## config.mk

```make
export PLATFORM = sky130hd
export DESIGN_NAME = pulse_scheduler
export DESIGN_NICKNAME = d
export VERILOG_FILES = /design/src/rtl/pulse_sched_pkg.sv /design/src/rtl/pulse_scheduler_rr_arbiter.sv /design/src/rtl/pulse_scheduler.sv
export SDC_FILE = /design/constraint.sdc
export NUM_CORES = 1
export LEC_CHECK = 0
export BUFFER_PORTS_ARGS = -buffer_cell sky130_fd_sc_hd__buf_2
export CORE_MARGIN = 4
export CORE_UTILIZATION = 41
export DETAILED_ROUTE_END_ITERATION = 10
export PLACE_DENSITY = 0.62
export SETUP_SLACK_MARGIN = 0.02
export SLEW_MARGIN = 20
export SYNTH_ARGS = -nofsm -noshare
export SYNTH_HDL_FRONTEND = slang
export SYNTH_SLANG_ARGS = --single-unit
```

## constraint.sdc

```tcl
create_clock -name clk -period 2.8 [get_ports clk]
set_clock_uncertainty 0.15 [all_clocks]
set_input_delay 0 -clock clk [delete_from_list [all_inputs] [get_ports clk]]
set_output_delay 0 -clock clk [all_outputs]
set_load 0.1 [all_outputs]
```

## src/rtl/pulse_sched_pkg.sv

```systemverilog
// Shared types and helpers for the pulse scheduler.
// Latency: n/a (declarations only).
// Backpressure: n/a.
package pulse_sched_pkg;

    typedef enum logic [1:0] {
        S_IDLE  = 2'd0,
        S_PULSE = 2'd1,
        S_GAP   = 2'd2
    } state_t;

    // A programmed width of 0 still produces a single-cycle pulse.
    function automatic logic [31:0] clamp_width(input logic [31:0] w);
        return (w == 32'd0) ? 32'd1 : w;
    endfunction

endpackage

```

## src/rtl/pulse_scheduler_rr_arbiter.sv

```systemverilog
// Round-robin picker: first set request at or above ptr, wrapping.
// Latency: purely combinational.
// Backpressure: none; the caller decides when a grant is taken.
module rr_arbiter #(
    parameter int N  = 4,
    parameter int IW = (N > 1) ? $clog2(N) : 1
) (
    input  logic [N-1:0]  req,
    input  logic [IW-1:0] ptr,
    output logic [N-1:0]  gnt_onehot,
    output logic [IW-1:0] gnt_idx,
    output logic          any
);

    logic [IW-1:0] w_idx;

    // Walk the request vector starting at ptr; the first hit wins.
    always_comb begin
        gnt_onehot = '0;
        gnt_idx    = '0;
        any        = 1'b0;
        w_idx      = '0;
        for (int k = 0; k < N; k++) begin
            w_idx = IW'((int'(ptr) + k) % N);
            if (!any && req[w_idx]) begin
                any               = 1'b1;
                gnt_idx           = w_idx;
                gnt_onehot[w_idx] = 1'b1;
            end
        end
    end

endmodule

```

## src/rtl/pulse_scheduler.sv

```systemverilog
// Shares one one-shot pulse between N_REQ edge-triggered requesters, round-robin.
// Latency: trigger sampled at edge k -> pending at k -> pulse high from k+1 for W cycles.
// Backpressure: none; a second edge on an already-pending requester is dropped and flagged.
module pulse_scheduler
    import pulse_sched_pkg::*;
#(
    parameter int N_REQ   = 4,
    parameter int WIDTH_W = 8,
    parameter int GAP     = 2
) (
    input  logic                     clk,
    input  logic                     async_reset_n,
    input  logic [N_REQ-1:0]         trigger,
    input  logic [WIDTH_W-1:0]       pulse_width,
    output logic                     pulse,
    output logic [$clog2(N_REQ)-1:0] pulse_id,
    output logic                     busy,
    output logic [N_REQ-1:0]         pending,
    output logic [N_REQ-1:0]         drop
);

    localparam int IW = $clog2(N_REQ);
    localparam int GW = (GAP > 1) ? $clog2(GAP + 1) : 1;

    logic [N_REQ-1:0]   r_trig_q;
    logic [N_REQ-1:0]   r_pending;
    logic [N_REQ-1:0]   r_drop;
    state_t             r_state;
    logic [WIDTH_W-1:0] r_cnt;
    logic [GW-1:0]      r_gcnt;
    logic               r_pulse;
    logic [IW-1:0]      r_pulse_id;
    logic [IW-1:0]      r_rr_ptr;

    logic [N_REQ-1:0]   w_edge;
    logic [N_REQ-1:0]   w_clear;
    logic [N_REQ-1:0]   w_gnt_onehot;
    logic [IW-1:0]      w_gnt_idx;
    logic               w_any;
    state_t             w_state_nxt;
    logic [WIDTH_W-1:0] w_cnt_nxt;
    logic [GW-1:0]      w_gcnt_nxt;
    logic               w_pulse_nxt;
    logic [IW-1:0]      w_id_nxt;
    logic [IW-1:0]      w_ptr_nxt;

    assign w_edge = trigger & ~r_trig_q;

    rr_arbiter #(.N(N_REQ), .IW(IW)) u_arb (
        .req        (r_pending),
        .ptr        (r_rr_ptr),
        .gnt_onehot (w_gnt_onehot),
        .gnt_idx    (w_gnt_idx),
        .any        (w_any)
    );

    // Edge history and pending set; a fresh edge beats a same-cycle grant clear.
    always_ff @(posedge clk or negedge async_reset_n) begin
        if (!async_reset_n) begin
            r_trig_q  <= '0;
            r_pending <= '0;
            r_drop    <= '0;
        end else begin
            r_trig_q  <= trigger;
            r_pending <= w_edge | (r_pending & ~w_clear);
            r_drop    <= w_edge & r_pending & ~w_clear;
        end
    end

    // Next-state and datapath: grant in IDLE, count width in PULSE, holdoff in GAP.
    always_comb begin
        w_state_nxt = r_state;
        w_cnt_nxt   = r_cnt;
        w_gcnt_nxt  = r_gcnt;
        w_pulse_nxt = r_pulse;
        w_id_nxt    = r_pulse_id;
        w_ptr_nxt   = r_rr_ptr;
        w_clear     = '0;
        case (r_state)
            S_IDLE: begin
                w_pulse_nxt = 1'b0;
                if (w_any) begin
                    w_clear     = w_gnt_onehot;
                    w_cnt_nxt   = WIDTH_W'(clamp_width(32'(pulse_width)));
                    w_id_nxt    = w_gnt_idx;
                    w_pulse_nxt = 1'b1;
                    w_ptr_nxt   = (w_gnt_idx == IW'(N_REQ - 1)) ? '0 : w_gnt_idx + IW'(1);
                    w_state_nxt = S_PULSE;
                end
            end
            S_PULSE: begin
                if (r_cnt == WIDTH_W'(1)) begin
                    w_cnt_nxt   = '0;
                    w_pulse_nxt = 1'b0;
                    if (GAP == 0) begin
                        w_state_nxt = S_IDLE;
                    end else begin
                        w_gcnt_nxt  = GW'(GAP);
                        w_state_nxt = S_GAP;
                    end
                end else begin
                    w_cnt_nxt = r_cnt - WIDTH_W'(1);
                end
            end
            S_GAP: begin
                w_pulse_nxt = 1'b0;
                if (r_gcnt == GW'(1)) begin
                    w_gcnt_nxt  = '0;
                    w_state_nxt = S_IDLE;
                end else begin
                    w_gcnt_nxt = r_gcnt - GW'(1);
                end
            end
            default: begin
                w_pulse_nxt = 1'b0;
                w_state_nxt = S_IDLE;
            end
        endcase
    end

    // State, counters and pulse registers; reset kills any pulse in flight.
    always_ff @(posedge clk or negedge async_reset_n) begin
        if (!async_reset_n) begin
            r_state    <= S_IDLE;
            r_cnt      <= '0;
            r_gcnt     <= '0;
            r_pulse    <= 1'b0;
            r_pulse_id <= '0;
            r_rr_ptr   <= '0;
        end else begin
            r_state    <= w_state_nxt;
            r_cnt      <= w_cnt_nxt;
            r_gcnt     <= w_gcnt_nxt;
            r_pulse    <= w_pulse_nxt;
            r_pulse_id <= w_id_nxt;
            r_rr_ptr   <= w_ptr_nxt;
        end
    end

    assign pulse    = r_pulse;
    assign pulse_id = r_pulse_id;
    assign busy     = (r_state != S_IDLE);
    assign pending  = r_pending;
    assign drop     = r_drop;

endmodule

```

**Word level (Yosys, flattened, before mapping)**

Index checks and enable logic that the tools add are counted.

- Bits in registers: 29
- Input port bits: 14
- Word-level logic and storage cells: 104
- Output and inout port bits: 12

- Multiplexer cells: 44
- $lt $le $gt $ge: 8
- Add/subtract/negate cells: 6
- Reductions and logical operators: 19
- Equality and inequality tests: 8
- Bitwise logic cells: 10

Operator list:

| operator | number |
|---|---|
| $mux 4 | 6 |
| $mux 8 | 3 |
| $mux 2 | 9 |
| $and 4x4->4 | 4 |
| $or 4x4->4 | 4 |
| $pmux 8 s2 | 1 |
| $mux 1 | 14 |
| $lt 2x3->1 const B | 4 |
| $bmux 1 s2 | 4 |
| $demux 1 s2 | 4 |
| $eq 8x1->1 const B | 1 |
| $ge 2x1->1 const B | 4 |
| $logic_not 8->1 | 1 |
| $not 4->4 | 2 |
| $sub 8x1->8 const B | 1 |
| $logic_and 1x1->1 | 7 |
| $pmux 2 s3 | 1 |
| $reduce_and 2->1 | 3 |
| $reduce_bool 2->1 | 3 |
| $add 2x1->2 const B | 2 |
| $add 2x2->2 const B | 2 |
| $eq 2x1->1 const B | 2 |
| $eq 2x2->1 const B | 2 |
| $ne 2x2->1 const B | 2 |
| 7 further kinds | 9 |

**Depth between registers and ports, before layout**

Gate-level depths: netlist of run 1.

- Depth after elaboration: 17
- Mapped depth: 11
- Mapped depth without buffers: 7

**By module**

Synthesis of run 1 repeated with hierarchy kept, for this count alone.

- Cells, all modules: 181
- Area total of the unflattened synthesis: 1754.2 um^2

By module, submodules not included:

| module | times used | sequential area each (um^2) | area an instance (um^2) | cells each |
|---|---|---|---|---|
| pulse_scheduler | 1 | 725.7 | 1335.0 | 136 |
| rr_arbiter | 1 | 0.0 | 419.2 | 45 |

**Worst setup path after synthesis of run 1**

Ideal clock, no wire load.

- Path type: register -> register
- Start point: register r_rr_ptr[1]
- End point: register r_cnt[1]
- Buffers on the path: 4
- Stages on the path, launching flop included: 11
- Arrival time: 2.756 ns
- Library setup time: 0.128 ns
- Data required time: 2.522 ns
- Setup slack: -0.234 ns
- Clock period less this slack: 3.034 ns
- Path through: dfrtp_1 > buf_1 > inv_1 > ha_1 > buf_6 > mux4_2 > buf_6 > o41a_1 > buf_6 > a211oi_1 > a21oi_1

- Longest elaborated chain between the ends: 14
- Elaborated cells between the ends (all ways): 23
- Classes of those cells: add/sub: 3; eq/ne: 1; mux: 12; reduce/logical: 7

RTL lines:

| element | RTL line | source |
|---|---|---|
| start, declared | pulse_scheduler.sv:33 | `logic [IW-1:0] r_rr_ptr;` |
| start signal, assigned | pulse_scheduler.sv:136 | `r_rr_ptr <= w_ptr_nxt;` |
| branches (longest 11 deep; another with $add 2x1->2) | - |  |
| $mux 1 (*) | pulse_scheduler_rr_arbiter.sv:25 | `if (!any && req[w_idx]) begin` |
| $ne 2x1->1 (no line) (*) | - |  |
| $reduce_and 2->1 (no line) (*) | - |  |
| end signal, assigned | pulse_scheduler.sv:132 | `r_cnt <= w_cnt_nxt;` |
| end, declared | pulse_scheduler.sv:29 | `logic [WIDTH_W-1:0] r_cnt;` |

Every way passes the cells marked *. The select of a mux whose other input is x is not followed.
A chain may end at the register's enable or synchronous reset.

==> results of run 1 <==
## what timing repair did
action                                  CTS  global route
hold buffers                             12             0
buffers inserted                          0             0
endpoints found under the setup margin    0             4
resized for setup                         0             1
hold endpoints to repair                 48             0
## power by group
| part | internal [µW] | switching (µW) |
|---|---|---|
| Clock | 200 | 156 |
| Combinational | 560 | 1110 |
| Sequential | 574 | 160 |
## synthesized netlist by cell type, drive strengths merged
cell / count / area share [%]
a2111oi: 1 / 0.48
a211o: 1 / 0.55
a211oi: 1 / 0.41
a21o: 4 / 1.9
a21oi: 12 / 3.3
a221oi: 4 / 1.9
a31o: 2 / 0.96
a31oi: 1 / 0.34
a32oi: 1 / 0.48
and2: 1 / 0.34
and2b: 1 / 0.48
and3: 1 / 0.34
buf: 7 / 2.9
clkbuf: 2 / 0.41
dfrtp: 29 / 40
ha: 11 / 7.6
inv: 9 / 1.9
mux2i: 2 / 1.1
mux4: 4 / 5.0
nand2: 17 / 3.5
nand2b: 6 / 2.1
nand3: 3 / 0.83
nand3b: 3 / 1.2
nor2: 19 / 3.9
nor2b: 6 / 2.1
nor3: 5 / 1.4
nor3b: 3 / 1.2
nor4: 2 / 0.69
o2111ai: 1 / 0.48
o211a: 1 / 0.55
o211ai: 2 / 0.83
o21ai: 14 / 3.9
o21bai: 1 / 1.0
o22ai: 1 / 0.34
o311ai: 1 / 0.48
o31ai: 5 / 2.1
o41a: 1 / 0.62
or3b: 1 / 0.48
or4: 2 / 1.0
or4b: 1 / 0.55
xnor2: 1 / 0.48
## per-layer routing
metal | vias up | share of wire [%] | GRT usage [%]
met5 | - | 0 | 0
met4 | 0 | 1.4 | 4.743
met3 | 5 | 2.0 | 4.054
met2 | 21 | 49 | 27.80
met1 | 752 | 48 | 20.75
li1 | 771 | - | -
## registers in the layout (all words and copies together) (netlist names), named ones only
signal and count:
drop 4, pending 4, pulse 1, pulse_id 2, r_cnt 8, r_gcnt 2
r_rr_ptr 1, r_state 2, r_trig_q 4
## cells by family (layout without fill, tap and decap cells)
logic type,after synthesis,in the layout,synth area share [%]
muxes,6,6,6.061
DFF,29,29,39.95
AOI/OAI and AO/OA,54,55,20.59
buffers and inverters,18,58,5.165
and+or+nand+nor,71,71,20.18
xor gates and xnor gates,1,1,0.4822
adders and majority gates,11,11,7.576
## area by class of cell
| class | instances | share of cell area, % |
|---|---|---|
| clock buffer | 8 | 4.089 |
| sequential | 29 | 33.05 |
| multi-input combinational | 144 | 46.00 |
| inverter | 9 | 1.533 |
| tap | 50 | 2.839 |
| timing repair buffer | 41 | 12.49 |
## how the worst max path moves through the flow
stage,end,cells past startpoint,startpoint,slack [ns]
floorplan,r_cnt[1],10,flop,0.04
global placement,drop[0],7,flop,0.18
detailed placement,drop[0],7,flop,0.15
CTS,drop[0],7,flop,0.13
global route,drop[0],7,flop,0.002
finish,drop[0],7,flop,0.12
## worst reg2reg max path, cell delays in order, from the launching register on
cell     delay [ns]
dfrtp_2        0.37
inv_2          0.07
ha_1           0.33
mux4_2         0.63
or4_4          0.62
nand2_1        0.21
o31ai_1        0.14
nor2_1         0.11
## stage by stage
| step | setup WS [ns] | power [µW] | instance area [µm²] | hold slack (ns) |
|---|---|---|---|---|
| final | 0.1181 | 2762 | 2203 | 0.01607 |
| after global routing | 0.001906 | 2988 | 2203 | 0.06480 |
| after CTS | 0.1280 | 2770 | 2192 | 0.009714 |
| after detailed placement | 0.1485 | 2392 | 1982 | -0.07444 |
| after global placement | 0.1833 | 2394 | 1982 | -0.07791 |
| after floorplan | 0.03763 | 2127 | 1838 | -0.4456 |
==> metrics.md, run 1 <==
| Metric | Value |
|---|---|
| Initial Utilization | 43.84% |
| Max VDD drop | 0.7322 mV |
| Worst-path clk slew | 0.07 ns |
| Post-route antenna net violation count | 0 |
| Hold path startpoint | pulse_width[0] |
| # port buffers | 25 |
| Clock sinks | 29 |
| Most common cell after layout, fill and taps aside | dfrtp_1 |
| Layout cells sized above 1 | 23.38% |
| Final Instance Count excl. Fillers | 281 |
| Utilization after layout | 53.17% |
| H-tree lvl count | 2 |
| Initial antenna violation count | 0 |
| Drt first pass iters | 4 |
| CTS tree | built |
| Die Y | 74.57 µm |
| WP data arrival | 2.75 ns |
| Crit path cell chain | inv_2, ha_1, mux4_2, or4_4, nand2_1, o31ai_1, nor2_1 |
| Initial DRC count | 99 |
| CP Class | reg2reg |
| Reg2reg setup slack | 0.12 ns |
| First-pass GRT wire length | 6969 µm |
| GRT overflow | 0 |
| Worst-margin pin slew | 0.6552 ns |
| Buf/Inv on CP | 1 |
| Endpoints failing hold | 0 |
| Max incr delay on CP | 0.63 ns |
| Run status | completed |
| FF+latch count, synth | 29 |
| CP Max Fanout | 11 |
| Synth warn | 0 |
| GP Congestion | 0.9095 |
| Req. time, crit path | 2.86 ns |
| Max Freq | 0.3729 GHz |
| DRC | 0 |
| Crit end category | flop |
| Core area | 4144 µm² |
| Lkg Pwr | 0.0009721 µW |
| Hold worst-path end | r_cnt[0] |
| Crit Reg-Reg Endpoint | drop[0] |
| Slowest cell on crit path | mux4_2 |
| Clk_lat worst skew | 0.28 ns |
| TritonCTS buffer count | 5 |
| Synthesized area | 1817 µm² |
| Power per cell area | 1254 nW/µm² |
| DP Wirelength | 2769 µm |
| Sequential fraction of the synthesis area | 39.94% |
| Row cnt | 23 |
| Final setup fails | 0 |
| # diodes | 0 |
| Critical path's top delay family | simple AND/OR/NAND/NOR gates |
| Register Area | 728.2 µm² |
| Max-slew violations | 0 |
| Syn_nets | 215 |
| Worst reg2reg path depth | 7 |
| Max Cap Viol | 0 |
| Clock Tree Root | clkbuf_8 |
| Startpoint types | flop |
| Footprint of the multi-input gates | 1013 µm² |
| Fill count | 393 |
| Layout area overhead | 21.28% |
| RSZ-0062 raised after global routing | true |
| Fin Setup TNS | 0 ns |
| Mean post-synth cell area | 9.562 µm² |
| DR vias | 1549 |
| Hold Path Cell Cnt | 5 |
| Slew HR | 56.32% |
| Die W | 74.57 µm |
| Final net count | 255 |
| Vias per cell | 5.512 |
| Most frequent cells in the layout | dfrtp_1, buf_2, nor2_1 |
| Hold crit path type | in2reg |
| Post-synthesis cell count | 190 |
| Total GRT Usage | 16.40% |
| Total Wirelength | 4116 µm |
| Placed instance count | 260 |
| Final Cycle Share | 95.78% |
| Number of global-route vias before repair | 1559 |
| Distinct cells, synth | 47 |
| Largest net degree at the start of global routing | 30 |
| Clock Path Buffers | 2 |
| Die area | 5560 µm² |
| I/O pin count | 26 |
| Wire per inst | 14.65 µm |
| Minimum clock period | 2.682 ns |
(Power assumes the default switching activity.)
==> inputs of run 2 (changes only) <==
CELL_PAD_IN_SITES_DETAIL_PLACEMENT = 2   (was not set)
CELL_PAD_IN_SITES_GLOBAL_PLACEMENT = 2   (was not set)
CORE_UTILIZATION = 32   (was 41)
PLACE_DENSITY = 0.74   (was 0.62)
SYNTH_HIERARCHICAL = 1   (was not set)
==> metrics.md, run 2 <==
| Metric | Value |
|---|---|
| Run status | finished, violations left |
| Failing checks | negative hold slack |
| Clk_lat worst skew | 0.28 ns |
| Layout cells sized above 1 | 28.33% |
| WP data arrival | 2.70 ns |
| Post-synth top cells | dfrtp_1, nand2_1, o21ai_0, inv_1, nor2_1 |
| Register share of total power | 27.1% |
| Post-synthesis cell count | 181 |
| Core area | 5205 µm² |
| Largest net degree at the start of global routing | 30 |
| Wire per inst | 18.73 µm |
| Hold Path Cell Cnt | 4 |
| Crit end category | flop |
| Biggest register | r_cnt |
| Hold crit path type | in2reg |
| Synth top area share | 41.37% |
| DRC | 0 |
| Vias per cell | 5.241 |
| Total Wirelength | 5674 µm |
| Die area | 6731 µm² |
| EDFF count, synth | 0 |
| Max reg flops | 8 |
| Max-slew violations | 0 |
| Min Hold Slack | -0.003929 ns |
| First-pass GRT wire length | 8728 µm |
| P_sw | 1391 µW |
| Post-route antenna net violation count | 0 |
| # diodes | 0 |
| Power per cell area | 1205 nW/µm² |
| Total GRT Usage | 17.43% |
| Lkg Pwr | 0.0009904 µW |
| Clock Path Buffers | 2 |
| I/O pin count | 26 |
| Req. time, crit path | 2.80 ns |
| Dominant register cell in the synthesized netlist | dfrtp_1 |
| Clock share of power | 12.7% |
| Layout area overhead | 28.39% |
| Worst-margin pin slew | 0.6719 ns |
| DR vias | 1588 |
| Max Freq | 0.3698 GHz |
| GP Congestion | 0.8793 |
| Initial DRC count | 115 |
| Final Cycle Share | 96.57% |
| GRT overflow | 0 |
| Synth async-reset ratio | 100.0% |
| Endpoints failing hold | 1 |
| Die Y | 82.04 µm |
| Row cnt | 26 |
| Final setup fails | 0 |
| CP Class | reg2reg |
| TritonCTS buffer count | 5 |
| Most area-consuming cells after synthesis | dfrtp_1, ha_1, nand2_1, o21ai_0, a22oi_1 |
| CP Max Fanout | 7 |
| Minimum clock period | 2.704 ns |
| Distinct cells, synth | 43 |
| Utilization after layout | 43.27% |
| FF+latch count, synth | 29 |
| Most common cell after layout, fill and taps aside | buf_2 |
| Fill count | 581 |
| Final net count | 255 |
| Most frequent cell after synthesis | dfrtp_1 |
| Startpoint types | flop |
| Synthesized area | 1754 µm² |
| Reg2reg setup slack | 0.1 ns |
| Sequential fraction of the synthesis area | 41.37% |
| Number of global-route vias before repair | 1771 |
| H-tree lvl count | 2 |
| Comb power frac | 60.2% |
| Max VDD drop | 0.3851 mV |
| Die W | 82.04 µm |
| Cell-internal power | 1323 µW |
| Clock sinks | 29 |
| DP Wirelength | 3907 µm |
| Max Cap Viol | 0 |
| CTS tree | built |
| Cell taking the most area after synthesis | dfrtp_1 |
| Drt first pass iters | 4 |
| Worst reg2reg path depth | 8 |
| Slew HR | 55.20% |
| Clock Tree Root | clkbuf_8 |
| Synth warn | 6 |
| Sw frac | 51.26% |
| Worst-path clk slew | 0.06 ns |
| Power, Total | 2715 µW |
| Most frequent cells in the layout | buf_2, dfrtp_1, nand2_1 |
| Syn_nets | 204 |
| Mean post-synth cell area | 9.692 µm² |
| Initial Utilization | 33.70% |
| # port buffers | 25 |
| Initial antenna violation count | 0 |
## run 2: cells by family after synthesis
family | after synthesis | share of synthesized area (%)
AND/OR/NAND/NOR | 62 | 19.19
AO/OA/AOI/OAI | 53 | 19.76
flip-flops | 29 | 41.37
buffers and inverters | 20 | 5.206
adder cells (fa/ha/maj) | 9 | 6.420
multiplexers | 8 | 8.060
## run 2: final timing paths
check	from	to
max in group asynchronous	async_reset_n	pending[1]
max reg2reg	r_rr_ptr[0]	r_cnt[1]
max	r_rr_ptr[0]	r_cnt[1]
min in group asynchronous	async_reset_n	r_trig_q[0]
min	pulse_width[4]	r_cnt[4]
min reg2reg	pulse_id[1]	pulse_id[1]
## run 2: metrics by stage
stage                     setup TNS, ns  instances  cell area [µm²]  setup WS (ns)
final                                 0        303             2252        0.09616
after floorplan                       0        181             1763        0.03826
after global placement                0        279             2001         0.1197
after detailed placement              0        279             2001       0.004331
after CTS                             0        298             2192        0.04421
after global routing            -0.2277        303             2252       -0.08888
## run 2: what timing repair did
| action | in CTS | in global routing |
|---|---|---|
| hold buffers | 11 | 0 |
| resized for setup | 1 | 7 |
| setup buffers | 0 | 5 |
| endpoints found under the setup margin | 3 | 14 |
| cloned | 0 | 0 |
| endpoints found under the hold margin | 47 | 0 |
| pin swaps | 0 | 2 |
## run 2: worst max-delay path, cell delays in order, from the launching register on
cell      delay [ns]
dfrtp_1         0.42
buf_6           0.16
mux4_2          0.55
nor3_1          0.36
nand2b_1        0.14
or3b_4          0.30
mux2_2          0.34
nand2_1         0.06
o21ai_0         0.09
## run 2: final cells by class
class	count	area (µm²)	area share, %
clock buffer	8	80.08	3.556
inverter	15	56.30	2.500
multi-input combinational	132	955.9	42.44
sequential	29	732.0	32.50
tap	70	87.58	3.889
timing repair buffer	49	340.3	15.11
## run 2: power groups by stage
stage	clock network [µW]	logic [µW]	registers (µW)
6_report	344	1640	736
5_1_grt	373	1760	765
3_3_place_gp	0	1430	721
3_5_place_dp	0	1500	736
2_1_floorplan	0	785	1070
4_1_cts	355	1520	734
## run 2: layer usage
metal	vias to the layer above	GRT usage, %	part of all wire, %
met2	28	32.63	54
met3	10	3.180	2.3
met1	795	19.15	41
met5	-	0	0
li1	755	-	-
met4	0	6.977	2.3
